<file path="config.mk">
export PLATFORM = sky130hd
export DESIGN_NAME = mips_cpu_bus_arbiter
export DESIGN_NICKNAME = d
export VERILOG_FILES = /design/src/rtl/mips_cpu_pkg.sv /design/src/rtl/mips_cpu_rr_arbiter2.sv /design/src/rtl/mips_cpu_bus_arbiter.sv
export SDC_FILE = /design/constraint.sdc
export NUM_CORES = 1
export LEC_CHECK = 0
export BUFFER_PORTS_ARGS = -buffer_cell sky130_fd_sc_hd__buf_2
export CAP_MARGIN = 20
export CORE_MARGIN = 2
export CORE_UTILIZATION = 51
export DETAILED_ROUTE_END_ITERATION = 8
export PLACE_DENSITY_LB_ADDON = 0.05
export SLEW_MARGIN = 20
export SYNTH_ARGS = -nofsm -noshare
export SYNTH_HDL_FRONTEND = slang
export SYNTH_HIERARCHICAL = 1
export SYNTH_SLANG_ARGS = --single-unit
</file>
<file path="constraint.sdc">
create_clock -name clk -period 3.3 [get_ports clk]
set_clock_uncertainty 0.15 [all_clocks]
set_input_delay 0.825 -clock clk [delete_from_list [all_inputs] [get_ports clk]]
set_output_delay 0.825 -clock clk [all_outputs]
set_load 0.05 [all_outputs]
</file>
<file path="src/rtl/mips_cpu_pkg.sv">
// Shared types for the MIPS CPU bus arbiter: FSM states, grant encoding, request bundle.
// No logic, no latency.
// No flow control of its own.
package mips_cpu_pkg;

    typedef enum logic [1:0] {
        IDLE = 2'd0,
        BUS  = 2'd1,
        DONE = 2'd2
    } arb_state_t;

    typedef enum logic {
        GNT_I = 1'b0,
        GNT_D = 1'b1
    } grant_t;

    localparam int unsigned DEFAULT_TIMEOUT_CYCLES = 1024;

    // One client request as it is loaded into the Avalon registers.
    typedef struct packed {
        logic [31:0] addr;
        logic [31:0] wdata;
        logic [3:0]  be;
        logic        we;
    } bus_req_t;

endpackage

</file>
<file path="src/rtl/mips_cpu_rr_arbiter2.sv">
// Two-way grant selection between fetch and data, round-robin or data-first.
// Grant is combinational; the pointer updates on the edge where advance is high.
// No backpressure; the caller decides when a grant is taken.
module mips_cpu_rr_arbiter2
    import mips_cpu_pkg::*;
#(
    parameter bit FIXED_PRIORITY = 1'b0
) (
    input  logic   clk,
    input  logic   rst_n,
    input  logic   req_i,
    input  logic   req_d,
    input  logic   advance,
    input  grant_t served,
    output logic   gnt_vld,
    output grant_t gnt
);

    // Last port served; resetting it to data makes fetch the favoured port.
    grant_t last;

    always_ff @(posedge clk or negedge rst_n) begin
        if (!rst_n) begin
            last <= GNT_D;
        end else if (advance) begin
            last <= served;
        end
    end

    always_comb begin
        gnt_vld = req_i | req_d;
        gnt     = GNT_I;
        if (req_i && req_d) begin
            gnt = (FIXED_PRIORITY || (last == GNT_I)) ? GNT_D : GNT_I;
        end else if (req_d) begin
            gnt = GNT_D;
        end
    end

endmodule

</file>
<file path="src/rtl/mips_cpu_bus_arbiter.sv">
// Shares one Avalon-MM master between instruction fetch and load/store, with a stall watchdog.
// Request in IDLE at edge N drives the bus from N+1; ack at N+2 plus one cycle per waitrequest.
// Clients hold req until their ack; waitrequest holds the bus fields until it drops or the watchdog fires.
module mips_cpu_bus_arbiter
    import mips_cpu_pkg::*;
#(
    parameter int unsigned FIXED_PRIORITY = 0,
    parameter int unsigned TIMEOUT_CYCLES = DEFAULT_TIMEOUT_CYCLES
) (
    input  logic        clk,
    input  logic        rst_n,
    input  logic        i_req,
    input  logic [31:0] i_addr,
    output logic        i_ack,
    output logic [31:0] i_rdata,
    input  logic        d_req,
    input  logic        d_we,
    input  logic [31:0] d_addr,
    input  logic [31:0] d_wdata,
    input  logic [3:0]  d_be,
    output logic        d_ack,
    output logic [31:0] d_rdata,
    output logic        err,
    output logic [31:0] address,
    output logic        read,
    output logic        write,
    output logic [31:0] writedata,
    output logic [3:0]  byteenable,
    input  logic        waitrequest,
    input  logic [31:0] readdata
);

    localparam int WD_W = (TIMEOUT_CYCLES > 2) ? $clog2(TIMEOUT_CYCLES) : 1;
    localparam logic [WD_W-1:0] WD_LAST =
        (TIMEOUT_CYCLES == 0) ? '0 : WD_W'(TIMEOUT_CYCLES - 1);

    arb_state_t      state, state_nxt;
    grant_t          owner;
    grant_t          gnt;
    logic            gnt_vld;
    bus_req_t        sel_req;
    logic [WD_W-1:0] wd_cnt;
    logic            wd_fire;
    logic            bus_end;

    mips_cpu_rr_arbiter2 #(
        .FIXED_PRIORITY (FIXED_PRIORITY != 0)
    ) u_rr (
        .clk     (clk),
        .rst_n   (rst_n),
        .req_i   (i_req),
        .req_d   (d_req),
        .advance (state == DONE),
        .served  (owner),
        .gnt_vld (gnt_vld),
        .gnt     (gnt)
    );

    // Fetch is always a full-word read.
    always_comb begin
        if (gnt == GNT_D) begin
            sel_req = '{addr: d_addr, wdata: d_wdata, be: d_be, we: d_we};
        end else begin
            sel_req = '{addr: i_addr, wdata: 32'h0, be: 4'hF, we: 1'b0};
        end
    end

    assign wd_fire = (TIMEOUT_CYCLES != 0) && (state == BUS) && waitrequest
                     && (wd_cnt == WD_LAST);
    assign bus_end = (state == BUS) && (!waitrequest || wd_fire);

    always_ff @(posedge clk or negedge rst_n) begin
        if (!rst_n) begin
            state <= IDLE;
        end else begin
            state <= state_nxt;
        end
    end

    always_comb begin
        state_nxt = state;
        case (state)
            IDLE:    if (gnt_vld) state_nxt = BUS;
            BUS:     if (bus_end) state_nxt = DONE;
            DONE:    state_nxt = IDLE;
            default: state_nxt = IDLE;
        endcase
    end

    always_ff @(posedge clk or negedge rst_n) begin
        if (!rst_n) begin
            address    <= '0;
            writedata  <= '0;
            byteenable <= '0;
            read       <= 1'b0;
            write      <= 1'b0;
            i_ack      <= 1'b0;
            d_ack      <= 1'b0;
            err        <= 1'b0;
            i_rdata    <= '0;
            d_rdata    <= '0;
            owner      <= GNT_I;
            wd_cnt     <= '0;
        end else begin
            i_ack <= 1'b0;
            d_ack <= 1'b0;
            err   <= 1'b0;
            case (state)
                IDLE: begin
                    address    <= gnt_vld ? sel_req.addr  : '0;
                    writedata  <= gnt_vld ? sel_req.wdata : '0;
                    byteenable <= gnt_vld ? sel_req.be    : '0;
                    read       <= gnt_vld && !sel_req.we;
                    write      <= gnt_vld && sel_req.we;
                    if (gnt_vld) owner <= gnt;
                end
                BUS: begin
                    if (bus_end) begin
                        read  <= 1'b0;
                        write <= 1'b0;
                        err   <= wd_fire;
                        i_ack <= (owner == GNT_I);
                        d_ack <= (owner == GNT_D);
                        // A timed-out transfer returns zero rather than whatever is on readdata.
                        if (owner == GNT_I) begin
                            if (wd_fire)   i_rdata <= '0;
                            else if (read) i_rdata <= readdata;
                        end else begin
                            if (wd_fire)   d_rdata <= '0;
                            else if (read) d_rdata <= readdata;
                        end
                    end else if (TIMEOUT_CYCLES != 0) begin
                        wd_cnt <= wd_cnt + WD_W'(1);
                    end
                end
                DONE: wd_cnt <= '0;
                default: wd_cnt <= '0;
            endcase
        end
    end

endmodule

</file>
==> reports/results.tsv, run 1 <==
stage	metric	value	unit
sta	maxSlewViolCount	0	
global_routing	grt_use_total	25.22	%
setup_path	cp.depth	5	
clocking	root_buffer	clkbuf_16	
placed_design	post-dp-hpwl	11400	µm
sta	relSlewSlack	38.23	%
routing	vias_per_cell	5.658	
sta	min_period_over_period	74.80	%
routing	drtAntennaViolNets	0	
die	start_util	52.83	%
die	core	0.01156	mm²
yosys	avgSynthCellArea	12.92	µm²
global_routing	grt_pass1_vias	5043	
clocking	cts_hold_buf	0	
yosys	yosysWarnings	6	
placed_design	dp_slack	0.8065	ns
sta	worstMarginPinSlew	0.9251	ns
finish	final_layout_size_suffix_gt1_share	43.98	%
yosys	synth_ff_type	dfrtp_1	
routing	wirelength	15870	µm
setup_path	crit_arrival	2.61	ns
yosys	netlist_instances	473	
setup_path	slowest_stage	o311ai_2	
pwr	power_per_cell_area	1230	mW/mm²
global_routing	grt_max_degree	63	
job	maxCapViolCount	0	
clocking	cts_buffer_depth	2	
pwr	irDropWorstVdd	0.6442	mV
routing	drt-initial-drc-count	440	
sta	finalCriticalPeriod	2.468	ns
setup_path	worst-path-buf-inv	0	
die	die-area	0.01287	mm²
setup_path	r2r_slack	0.83	ns
clocking	clkSinkCount	151	
setup_path	path_class	reg2reg	
sta	setup_ws	0.8317	ns
clocking	postCtsResizedCells	0	
die	num_rows	39	
clocking	cts_max_level	4	
yosys	synth_edf_count	0	
setup_path	r2r_cells	5	
die	die_h	113.5	µm
setup_path	end_kind	flop	
finish	antennaDiodeCount	0	
pwr	finalPower	0.009962	W
sta	finalSetupTns	0	ns
global_routing	overflow	0	
finish	nNetsFinal	874	
setup_path	r2r-end	read	
yosys	synth_nets	612	
setup_path	critical_path.max_fanout	12	
routing	routedWlPerCell	17.81	µm
global_routing	antenna_found_initial	0	
setup_path	critical_path.top_delay_family	compound AO/OA/AOI/OAI gates	
pwr	leakage	4.216	nW
die	die_w	113.5	µm
routing	drc	0	
routing	vias	5041	
setup_path	max_stage_delay	0.86	ns
clocking	cts_tree	done	
yosys	ys_seq_area_share	61.87	%
finish	design_area	0.008102	mm²
yosys	yosysUniqueCellTypes	45	
outcome	status	finished, final reports clean	
finish	finalNonFillerCells	891	
sta	rsz0062_at_grt	false	
placed_design	port_buffers	274	
setup_path	start_kind	flop	
placed_design	dp.cells	859	
sta	finalSetupViolations	0	
clocking	clk_latency	0.41	ns
placed_design	dpl-instance-area	0.007557	mm²
setup_path	crit_chain	ha_1, nand4_4, o311ai_2, nand2b_1, a21o_1	
sta	fmax	405.1	MHz
setup_path	reg2reg_from	wd_cnt[0]	
routing	first_pass_iters	5	
yosys	syn_area	0.006110	mm²
setup_path	critical_path_required	3.44	ns
finish	areaGrowthSynthToFinish	32.60	%
clocking	cts_buffers	17	
placed_design	gp_congestion	0.7919	
yosys	async_flop_share	100.0	%
yosys	ys_ff_latch	151	
die	io_pins	275	
clocking	clkSlewWorstSetupHoldPaths	0.05	ns
sta	hold_viol	0	
hold_path	hold_path_class	in2async	
global_routing	grt_pass1_wl	25440	µm
clocking	post-cts-setup-buffers	0	
==> state kept, by name, indices dropped and copies added (netlist names), 2 cells and up <==
name	flops
address	32
d_rdata	32
i_rdata	32
writedata	32
wd_cnt	10
byteenable	4
state	2
==> placed cells by master (no fill, tap or decap), types with 6 or more instances in the layout <==
cell type	synthesis	routed
nand2_1	40	40
a32o_1	64	64
nor2_1	6	6
mux2i_1	33	33
a21oi_1	7	7
dfrtp_1	150	150
clkbuf_16	0	17
a22o_1	33	33
buf_2	12	273
clkinv_2	0	6
inv_1	6	6
o21ai_0	42	42
buf_4	1	10
==> cells in the mapped netlist (2+ instances only) <==
cell / count / share of area (%)
buf_1: 2 / 0.12
nor2b_1: 2 / 0.20
or4_1: 2 / 0.25
or2_2: 2 / 0.20
inv_1: 6 / 0.37
a22o_1: 33 / 4.7
nand2b_1: 3 / 0.31
a21oi_1: 7 / 0.57
a21boi_0: 3 / 0.37
dfrtp_1: 150 / 61
nor2_2: 2 / 0.20
and4_1: 2 / 0.29
nand2_1: 40 / 2.5
buf_2: 12 / 0.98
nand3_1: 4 / 0.33
o21ai_2: 2 / 0.29
buf_6: 6 / 1.1
clkbuf_1: 20 / 1.2
or3_1: 3 / 0.31
o21ai_0: 42 / 3.4
a21o_1: 2 / 0.25
nor3_1: 3 / 0.25
nor2_1: 6 / 0.37
mux2i_1: 33 / 5.4
xor2_1: 2 / 0.29
o31ai_1: 2 / 0.25
a32o_1: 64 / 10
==> layout make-up <==
class,instances,area (µm²)
Timing Repair Buffer,285,1473
Fill cell,872,3463
Multi-Input combinational cell,274,2103
Sequential cell,151,3780
Clock buffer,23,467.9
Clock inverter,9,76.32
Tap cell,143,178.9
Inverter,6,22.52
==> worst max path at each step <==
stage	start	to	slack (ns)
finish	wd_cnt[0]	read	0.83
global route	wd_cnt[0]	read	0.67
CTS	wd_cnt[0]	read	0.85
detailed placement	i_req	write	0.81
global placement	i_req	write	0.88
floorplan	d_req	address[11]	1.11
==> layer usage <==
metal  vias to the layer above  track usage (%)  wire length [µm]  share of wire [%]
met5                         -                0                 0                  0
met4                         0            10.00               264                1.7
met3                        21            6.057              1065                6.7
met2                       240            42.75              8061                 51
met1                      2465            31.49              6476                 41
li1                       2315                -                 -                  -
==> kinds of logic after synthesis <==
| family | count (synthesis) | share of synthesized area (%) |
|---|---|---|
| buffers and inverters | 48 | 4.014 |
| multiplexers | 35 | 5.837 |
| adder cells (fa/ha/maj) | 1 | 0.2048 |
| XOR/XNOR | 2 | 0.2868 |
| AND/OR/NAND/NOR | 76 | 6.451 |
| flip-flops | 151 | 61.87 |
| AO/OA/AOI/OAI | 160 | 21.34 |
==> report_power, final <==
group / internal (W) / switching (W)
clock: 0.00107 / 0.000695
combinational: 0.00123 / 0.00386
sequential: 0.00264 / 0.000467
total: 0.00494 / 0.00502
==> worst register-to-register path: stages, from the launching register on <==
cell	delay, ns
dfrtp_1	0.42
ha_1	0.27
nand4_4	0.20
o311ai_2	0.87
nand2b_1	0.22
a21o_1	0.23
==> stage by stage <==
step / utilization, % / hold WS, ns
2_1_floorplan: - / 0.3124
4_1_cts: 70.05 / 0.2326
3_5_place_dp: 65.35 / 0.3150
6_report: 70.05 / 0.2213
5_1_grt: 70.05 / 0.2485
3_3_place_gp: 65.35 / 0.3102
No activity file was read; power rests on OpenSTA's default activity.
==> run 2, diff against run 1 <==
--- a/config.mk
+++ b/config.mk
@@ -8,7 +8,7 @@
 export BUFFER_PORTS_ARGS = -buffer_cell sky130_fd_sc_hd__buf_2
 export CAP_MARGIN = 20
 export CORE_MARGIN = 2
-export CORE_UTILIZATION = 51
+export CORE_UTILIZATION = 43
 export DETAILED_ROUTE_END_ITERATION = 8
 export PLACE_DENSITY_LB_ADDON = 0.05
 export SLEW_MARGIN = 20
==> constraint.sdc (replaced) <==
create_clock -name clk -period 2.1 [get_ports clk]
set_clock_uncertainty 0.15 [all_clocks]
set_input_delay 0.525 -clock clk [delete_from_list [all_inputs] [get_ports clk]]
set_output_delay 0.525 -clock clk [all_outputs]
set_load 0.05 [all_outputs]
==> reports/results.tsv, run 2 (synthesis gave the netlist of run 1 again) <==
stage	metric	value	unit	change
global_routing	grt_use_total	22.09	%	was 25.22%
clocking	cts_tree	done		unchanged
routing	drtAntennaViolNets	0		unchanged
pwr	power_per_cell_area	1912	mW/mm²	was 1230 mW/mm²
routing	first_pass_iters	4		was 5
pwr	irDropWorstVdd	0.8130	mV	was 0.6442 mV
setup_path	end_kind	flop		unchanged
finish	n_fill_cell	1178		was 872
routing	vias	5114		was 5041
routing	wirelength	16760	µm	was 15870 µm
sta	finalCriticalPeriod	1.999	ns	was 2.468 ns
sta	maxSlewViolCount	0		unchanged
hold_path	hold_path_class	in2reg		was in2async
job	maxCapViolCount	0		unchanged
clocking	cts_buffers	17		unchanged
setup_path	start_kind	flop		unchanged
global_routing	overflow	0		unchanged
die	io_pins	275		unchanged
routing	drt-initial-drc-count	299		was 440
routing	routedWlPerCell	17.75	µm	was 17.81 µm
sta	worstMarginPinSlew	0.7878	ns	was 0.9251 ns
die	num_rows	43		was 39
clocking	cts_max_level	4		unchanged
finish	areaGrowthSynthToFinish	37.76	%	was 32.60%
setup_path	crit_arrival	2.15	ns	was 2.61 ns
die	start_util	44.01	%	was 52.83%
routing	drc	0		unchanged
finish	final_common_cell	buf_2		unchanged
routing	vias_per_cell	5.417		was 5.658
placed_design	port_buffers	274		unchanged
finish	nNetsFinal	890		was 874
setup_path	critical_path_required	2.25	ns	was 3.44 ns
global_routing	grt_pass1_vias	5079		was 5043
die	die_h	123.2	µm	was 113.5 µm
die	core	0.01388	mm²	was 0.01156 mm²
sta	rsz0062_at_grt	false		unchanged
finish	layout_common_cells	273 x buf_2, 150 x dfrtp_1, 64 x a32o_1, 42 x o21ai_0, 40 x nand2_1		unchanged
clocking	clkSlewWorstSetupHoldPaths	0.06	ns	was 0.05 ns
placed_design	gp_congestion	0.7802		was 0.7919
global_routing	grt_pass1_wl	25700	µm	was 25440 µm
clocking	clk_latency	0.41	ns	about the same
finish	final_layout_size_suffix_gt1_share	45.55	%	was 43.98%
clocking	cts_buffer_depth	2		unchanged
sta	holdWs	0.1727	ns	was 0.2213 ns
placed_design	post-dp-hpwl	12000	µm	was 11400 µm
setup_path	path_class	reg2reg		unchanged
clocking	clkSinkCount	151		unchanged
finish	fin_util	60.64	%	was 70.05%
die	die_w	123.2	µm	was 113.5 µm
clocking	root_buffer	clkbuf_16		unchanged
sta	relSlewSlack	47.35	%	was 38.23%
setup_path	critical_path.max_fanout	8		was 12
sta	fmax	500.1	MHz	was 405.1 MHz
pwr	leakage	4.347	nW	was 4.216 nW
finish	antennaDiodeCount	0		unchanged
global_routing	grt_max_degree	73		was 63
global_routing	antenna_found_initial	0		unchanged
outcome	status	finished, final reports clean		unchanged
die	die-area	0.01518	mm²	was 0.01287 mm²
clocking	post-cts-setup-buffers	0		unchanged
sta	hold_viol	0		unchanged
sta	min_period_over_period	95.21	%	was 74.80%
sta	finalSetupViolations	0		unchanged
sta	finalSetupTns	0	ns	unchanged
run 2: per-stage QoR:
stage | std cells | worst slack, ns | area [µm²] | total power [W]
after floorplan | 473 | 0.1174 | 6110 | 0.01090
after global placement | 911 | -0.03085 | 7804 | 0.01300
after detailed placement | 911 | -0.08182 | 7804 | 0.01315
after CTS | 944 | 0.05562 | 8407 | 0.01621
after global routing | 944 | 0.02876 | 8417 | 0.01685
final | 944 | 0.1005 | 8417 | 0.01609
run 2: final timing paths:
check / endpoint / startpoint / slack (ns) / depth (start not counted)
setup / recovery: write / wd_cnt[0] / 0.10 / 6
hold reg to reg: address[16] / address[16] / 0.33 / 2
setup reg to reg: write / wd_cnt[0] / 0.10 / 6
hold / removal: writedata[30] / d_wdata[30] / 0.17 / 2
max in group asynchronous: u_rr/last / rst_n / 0.81 / 3
min in group asynchronous: i_rdata[19] / rst_n / 0.41 / 2
run 2: report_power, final:
| group | total [W] | switching [W] | internal (W) | leakage (nW) |
|---|---|---|---|---|
| Combinational | 0.00824 | 0.00615 | 0.00209 | 2.12 |
| Sequential | 0.00483 | 0.000684 | 0.00415 | 1.94 |
| Clock | 0.00302 | 0.00119 | 0.00184 | 0.280 |
run 2: cell type report:
cell class,instances,area [µm²],share of cell area (%)
Tap cell,180,225.2,2.676
Sequential cell,151,3780,44.91
Clock buffer,20,466.7,5.545
Multi-Input combinational cell,274,2113,25.11
Timing Repair Buffer,301,1683,19.99
Clock inverter,12,126.4,1.501
Inverter,6,22.52,0.2676
run 2: what timing repair did:
item / in CTS / in global routing
setup endpoints to repair: 0 / 3
endpoints found under the hold margin: 27 / 0
hold buffers: 1 / 0
resized for setup: 0 / 1
run 2: critical path, cell delays in order (launching register included):
cell,delay (ns)
dfrtp_1,0.35
ha_1,0.26
nand4_4,0.21
o311ai_4,0.45
buf_4,0.21
nand2b_1,0.07
a22o_1,0.18
run 2: metal layers:
layer,track usage [%],routed length (µm),up-vias
met5,0,0,-
met4,7.457,311,0
met3,6.734,1510,22
met2,37.33,8221,230
met1,26.92,6716,2512
li1,-,-,2350
